===== src/rtl/key_uart_tx_if.sv =====
// Key-event / UART-line bundle between the key_uart_tx block and its surroundings.
// master drives the key strobe and watches the line; slave is the transmitter.
interface key_uart_tx_if;
  logic key_pulse;
  logic uart_txd;
  logic tx_busy;
  logic key_state;
  logic overflow;

  modport master (output key_pulse, input uart_txd, tx_busy, key_state, overflow);
  modport slave  (input key_pulse, output uart_txd, tx_busy, key_state, overflow);
endinterface


===== src/rtl/key_uart_tx.sv =====
// Key press/release events turned into 8N1 UART bytes through a 2-entry FIFO.
// uart_txd is registered and lags the FSM state by one cycle.
module key_uart_tx #(
  parameter int          CLK_FREQ     = 50_000_000,
  parameter int          BAUD         = 115200,
  parameter logic [7:0]  PRESS_CODE   = 8'h50,
  parameter logic [7:0]  RELEASE_CODE = 8'h52
) (
  input  logic         sys_clk,
  input  logic         sys_rst_n,
  key_uart_tx_if.slave bus
);
  localparam int BIT_CYC = CLK_FREQ / BAUD;
  localparam int CW      = (BIT_CYC > 1) ? $clog2(BIT_CYC) : 1;
  localparam logic [CW-1:0] LAST = CW'(BIT_CYC - 1);

  typedef enum logic [1:0] {IDLE, START, DATA, STOP} state_e;

  state_e        state_q, state_d;
  logic [CW-1:0] baud_q, baud_d;
  logic [2:0]    bit_q, bit_d;
  logic [7:0]    shift_q, shift_d;
  logic          txd_q, txd_d;
  logic          ign_q, ks_q, ovf_q;
  logic [7:0]    mem_q [2];
  logic          wp_q, rp_q;
  logic [1:0]    cnt_q;
  logic          tick, fifo_ne, acc, pop, push, drop;

  assign tick    = (baud_q == LAST);
  assign fifo_ne = (cnt_q != 2'd0);
  // The debounce filter holds key_pulse high through reset; drop its first sample.
  assign acc     = bus.key_pulse & ~ign_q;
  assign push    = acc & ((cnt_q != 2'd2) | pop);
  assign drop    = acc & ~push;

  always_ff @(posedge sys_clk or negedge sys_rst_n) begin
    if (!sys_rst_n) state_q <= IDLE;
    else            state_q <= state_d;
  end

  always_comb begin
    state_d = state_q;
    case (state_q)
      IDLE:    if (fifo_ne) state_d = START;
      START:   if (tick) state_d = DATA;
      DATA:    if (tick && bit_q == 3'd7) state_d = STOP;
      STOP:    if (tick) state_d = fifo_ne ? START : IDLE;
      default: state_d = IDLE;
    endcase
  end

  // A queued byte is popped on the last STOP cycle so frames abut with no idle gap.
  always_comb begin
    pop   = 1'b0;
    txd_d = 1'b1;
    case (state_q)
      IDLE:    pop   = fifo_ne;
      START:   txd_d = 1'b0;
      DATA:    txd_d = shift_q[bit_q];
      STOP:    pop   = tick & fifo_ne;
      default: ;
    endcase
  end

  always_comb begin
    baud_d  = (state_q == IDLE || tick) ? '0 : baud_q + CW'(1);
    bit_d   = bit_q;
    shift_d = shift_q;
    if (pop) begin
      bit_d   = 3'd0;
      shift_d = mem_q[rp_q];
    end else if (state_q == DATA && tick) begin
      bit_d   = bit_q + 3'd1;
    end
  end

  always_ff @(posedge sys_clk or negedge sys_rst_n) begin
    if (!sys_rst_n) begin
      baud_q  <= '0;
      bit_q   <= 3'd0;
      shift_q <= 8'h00;
      txd_q   <= 1'b1;
      ign_q   <= 1'b1;
      ks_q    <= 1'b0;
      ovf_q   <= 1'b0;
      wp_q    <= 1'b0;
      rp_q    <= 1'b0;
      cnt_q   <= 2'd0;
    end else begin
      baud_q  <= baud_d;
      bit_q   <= bit_d;
      shift_q <= shift_d;
      txd_q   <= txd_d;
      ign_q   <= 1'b0;
      ovf_q   <= drop;
      if (acc)  ks_q <= ~ks_q;
      if (push) wp_q <= ~wp_q;
      if (pop)  rp_q <= ~rp_q;
      cnt_q   <= cnt_q + {1'b0, push} - {1'b0, pop};
    end
  end

  // When full with a simultaneous pop, wp==rp: the old head is read before this write lands.
  always_ff @(posedge sys_clk) begin
    if (push) mem_q[wp_q] <= ks_q ? RELEASE_CODE : PRESS_CODE;
  end

  assign bus.uart_txd  = txd_q;
  assign bus.tx_busy   = (state_q != IDLE) | fifo_ne;
  assign bus.key_state = ks_q;
  assign bus.overflow  = ovf_q;
endmodule


===== src/flat_wrapper.sv =====
// flat-port wrapper written by rule: the top's interface ports become plain ports
module key_uart_tx_flat 
#(
  parameter int          CLK_FREQ     = 50_000_000,
  parameter int          BAUD         = 115200,
  parameter logic [7:0]  PRESS_CODE   = 8'h50,
  parameter logic [7:0]  RELEASE_CODE = 8'h52
)
  (sys_clk, sys_rst_n, bus_key_pulse, bus_uart_txd, bus_tx_busy, bus_key_state, bus_overflow);
  key_uart_tx_if bus_i ();
  input  logic sys_clk;
  input  logic sys_rst_n;
  input wire logic [$bits(bus_i.key_pulse)-1:0] bus_key_pulse;
  output wire logic [$bits(bus_i.uart_txd)-1:0] bus_uart_txd;
  output wire logic [$bits(bus_i.tx_busy)-1:0] bus_tx_busy;
  output wire logic [$bits(bus_i.key_state)-1:0] bus_key_state;
  output wire logic [$bits(bus_i.overflow)-1:0] bus_overflow;
  assign bus_i.key_pulse = bus_key_pulse;
  assign bus_uart_txd = bus_i.uart_txd;
  assign bus_tx_busy = bus_i.tx_busy;
  assign bus_key_state = bus_i.key_state;
  assign bus_overflow = bus_i.overflow;
  key_uart_tx #(.CLK_FREQ(CLK_FREQ), .BAUD(BAUD), .PRESS_CODE(PRESS_CODE), .RELEASE_CODE(RELEASE_CODE)) u_core (.sys_clk(sys_clk), .sys_rst_n(sys_rst_n), .bus(bus_i));
endmodule

===== config.mk =====
export PLATFORM = sky130hd
export DESIGN_NAME = key_uart_tx_flat
export DESIGN_NICKNAME = d
export VERILOG_FILES = /design/src/rtl/key_uart_tx_if.sv /design/src/rtl/key_uart_tx.sv /design/src/flat_wrapper.sv
export SDC_FILE = /design/constraint.sdc
export NUM_CORES = 1
export LEC_CHECK = 0
export CAP_MARGIN = 20
export CORE_MARGIN = 8
export CORE_UTILIZATION = 58
export CTS_CLUSTER_SIZE = 24
export DETAILED_ROUTE_END_ITERATION = 12
export PLACE_DENSITY_LB_ADDON = 0.3
export SLEW_MARGIN = 20
export SYNTH_ARGS = -nofsm -noshare
export SYNTH_HDL_FRONTEND = slang
export SYNTH_SLANG_ARGS = --single-unit

===== constraint.sdc =====
create_clock -name sys_clk -period 2.4 [get_ports sys_clk]
set_input_delay 0.6 -clock sys_clk [delete_from_list [all_inputs] [get_ports sys_clk]]
set_output_delay 0.6 -clock sys_clk [all_outputs]
set_load 0.05 [all_outputs]

==> metrics.md <==
| Metric | Value |
|---|---|
| Status | `finished clean` |
| HP Class | `register to register` |
| Layout Area Growth over Synthesis | `12.9%` |
| M1 WL | `1.19 mm` |
| Final hold slack | `0.493 ns` |
| Clock latency on the worst-skew pair | `0.32 ns` |
| Detailed Place HPWL | `1.99 mm` |
| Post-synth top flop | `dfrtp_1` |
| Initial DRC Count | `35` |
| Final net count | `164` |
| DRC viols | `0` |
| 1st-pass router iterations | `4` |
| Max Used Layer | `met4` |
| # diodes | `0` |
| Clock sinks | `26` |
| Worst Max-Slew Pin Slew | `0.656 ns` |
| DR vias/cell | `between 5 and 6` |
| I/O Pins | `7` |
| Placed cells | `173` |
| Arrival time worst endpoint | `around 1.7 ns` |
| Syn Std Cell Area | `1450 µm²` |
| Clock power share | `15.6%` |
| GR Overflow Total | `0` |
| Final setup fails | `0` |
| Worst Path Max Fanout | `6` |
| Yosys cell types | `48` |
| Routed Antenna Nets | `0` |
| RSZ-0062 raised after global routing | `no` |
| Max Freq | `428 MHz` |
| Crit start category | `register` |
| Critical path type | `register to output pin` |
| Share of cells above drive strength 1 | `19.2%` |
| Cell Rows | `18` |
| Die height | `about 66 µm` |
| Routed via count | `1,064` |
| Post-Synthesis Cells | `~140` |
| Non-Filler Instances | `181` |
| Sw Share | `40.5%` |
| Worst setup path startpoint | `u_core.state_q[1]$_DFFE_PN0P_` |
| WL met3 | `117 µm` |
| Max-slew violation count | `0` |
| Post-Syn Nets | `151` |
| First-pass GRT wire length | `approximately 4.7 mm` |
| Most common library cell in the layout ignoring fill and taps | `dfrtp_1` |
| Logic gate share of total power | `47.3%` |
| Minimum clock period | `2.34 ns` |
| Final hold violations | `0` |
| Clock transition at path regs | `0.15 ns` |
| Die footprint | `4360 µm²` |
| Crit share post-route | `97.5%` |
| Met2 wire length | `1.49 mm` |
| MaxCap Viol Count | `0` |
| # port buffers | `6` |
| Layout Skew | `0.00448 ns` |
| Critical R2R Launch | `u_core.baud_q[3]$_DFF_PN0_` |
| Total Routed Length | `2.86 mm` |
| Sw power | `787 µW` |
| LEAKAGE | `between 0.0007 and 0.0008 µW` |
| Post-synth EDFFs | `2` |
| Cts hold-fix bufs | `0` |
| Nature of the critical path endpoint | `output pin` |
| CTS tree | `built` |
| Final Wtd Congestion | `0.833` |
| Pint | `1160 µW` |
| CTS buffer count | `3` |
| Core Area | `2430 µm²` |
| Reg power frac | `37.1%` |
| Initial antenna violation count | `0` |
| Normalized max-slew margin | `56.1%` |
| Hold path startpoint | `u_core.rp_q$_DFFE_PN0P_` |
| Seq/Total Area, Yosys | `45.7%` |
| Initial core utilization | `between 50 and 60%` |
| Pwr/cell area | `1190 nW/µm²` |
| Most frequent cells in the layout | `dfrtp_1 (21), nor2_1 (13), inv_1 (8), o21ai_0 (8), ha_1 (8)` |
| Ys async rst share | `92.3%` |
| Synth Warn # | `0` |
| Htree depth | `1` |
| Largest net degree at the start of global routing | `25` |
| Post-synthesis average cell area | `about 10 µm²` |
| Max clock buf depth | `2` |
| Setup TNS | `0 ns` |
| Synthesized flop and latch total | `26` |
| Root Driver | `clkbuf_4` |
| Max IR drop VDD | `0.930 mV` |
| Die span in x | `66.0 µm` |
| Worst EP required | `1.80 ns` |
| Fill count | `about 200` |
| Vias in the first global route | `about 1,100` |
| DR WL/cell | `15.8 µm` |
| GRT Util Overall | `between 10 and 15%` |
==> metal layers <==
metal,up-vias,global-route usage [%]
met5,-,0
met4,0,8.00
met3,6,2.71
met2,29,23.8
met1,516,15.5
li1,513,-
==> area by class of cell <==
| type | count | area, µm² | area share (%) |
|---|---|---|---|
| clock buffer | 3 | 22.5 | 1.37 |
| multi-input combinational | 100 | 748 | 45.6 |
| sequential | 26 | 664 | 40.5 |
| clock inverter | 1 | 30.0 | 1.83 |
| inverter | 9 | 33.8 | 2.06 |
| tap | 30 | 37.5 | 2.29 |
| timing repair buffer | 12 | 103 | 6.26 |
==> sequential cells by signal (all words and copies together), names as in the netlist, 2 cells and up <==
name / cells
u_core.baud_q: 9
u_core.bit_q: 3
u_core.cnt_q: 2
u_core.mem_q: 2
u_core.shift_q: 2
u_core.state_q: 2
==> power groups by stage <==
stage               Clock, µW  Combinational, µW  Sequential [µW]
finish                    303                920              721
detailed placement          0                812              732
CTS                       310                869              718
global route              324               1010              742
global placement            0                777              724
floorplan                   0                585              750
==> worst max-delay path: stages, from the launching register on <==
cell,delay [ns]
dfrtp_1,0.41
inv_1,0.15
ha_4,0.18
or3b_2,0.46
buf_4,0.20
==> logic make-up after synthesis <==
| kind of cell | Yosys count | synth area share [%] |
|---|---|---|
| compound gates | 28 | 13.4 |
| xor+xnor | 9 | 5.43 |
| flops | 26 | 45.7 |
| simple gates | 49 | 20.7 |
| mux | 4 | 3.19 |
| buf+inv | 13 | 3.62 |
| fa+ha+maj | 9 | 7.76 |
| other cells | 1 | 0.258 |
==> cells in the mapped netlist, types with 3 or more instances <==
| library cell | n | area (µm²) |
|---|---|---|
| a211oi_1 | 3 | 22.5 |
| a21oi_1 | 4 | 20.0 |
| buf_2 | 3 | 15.0 |
| dfrtp_1 | 22 | 551 |
| ha_1 | 9 | 113 |
| inv_1 | 9 | 33.8 |
| nand2_1 | 4 | 15.0 |
| nand3_1 | 5 | 25.0 |
| nor2_1 | 13 | 48.8 |
| nor3_1 | 6 | 30.0 |
| o21ai_0 | 8 | 40.0 |
| xnor2_1 | 4 | 35.0 |
| xor2_1 | 5 | 43.8 |
==> final timing paths <==
| path | to | slack, ns | cells past startpoint |
|---|---|---|---|
| max in group asynchronous | u_core.ign_q$_DFF_PN1_ | 1.48 | 2 |
| worst max-delay path | bus_tx_busy | 0.06 | 4 |
| min in group asynchronous | u_core.state_q[1]$_DFFE_PN0P_ | 0.63 | 2 |
| worst max register to register | u_core.shift_q[1]$_DFFE_PN0P_ | 0.40 | 4 |
| worst min register to register | u_core.rp_q$_DFFE_PN0P_ | 0.49 | 1 |
| worst min-delay path | u_core.rp_q$_DFFE_PN0P_ | 0.49 | 1 |
==> what timing repair did <==
item                                    in CTS  in global routing
pin swaps                                    0                  0
cloned                                       0                  0
buffers inserted                             1                  3
gates resized for setup                      3                  1
endpoints found under the setup margin       1                  1
==> stage by stage <==
stage / setup WS [ns] / cell area (µm²) / util [%] / total power (µW)
floorplan: 0.400 / 1450 / - / 1340
global placement: 0.293 / 1540 / 63.4 / 1500
detailed placement: 0.228 / 1540 / 63.4 / 1540
CTS: 0.0343 / 1620 / 66.4 / 1900
global route: 0.00558 / 1640 / 67.4 / 2080
finish: 0.0611 / 1640 / 67.4 / 1940
(Power assumes the default switching activity.)
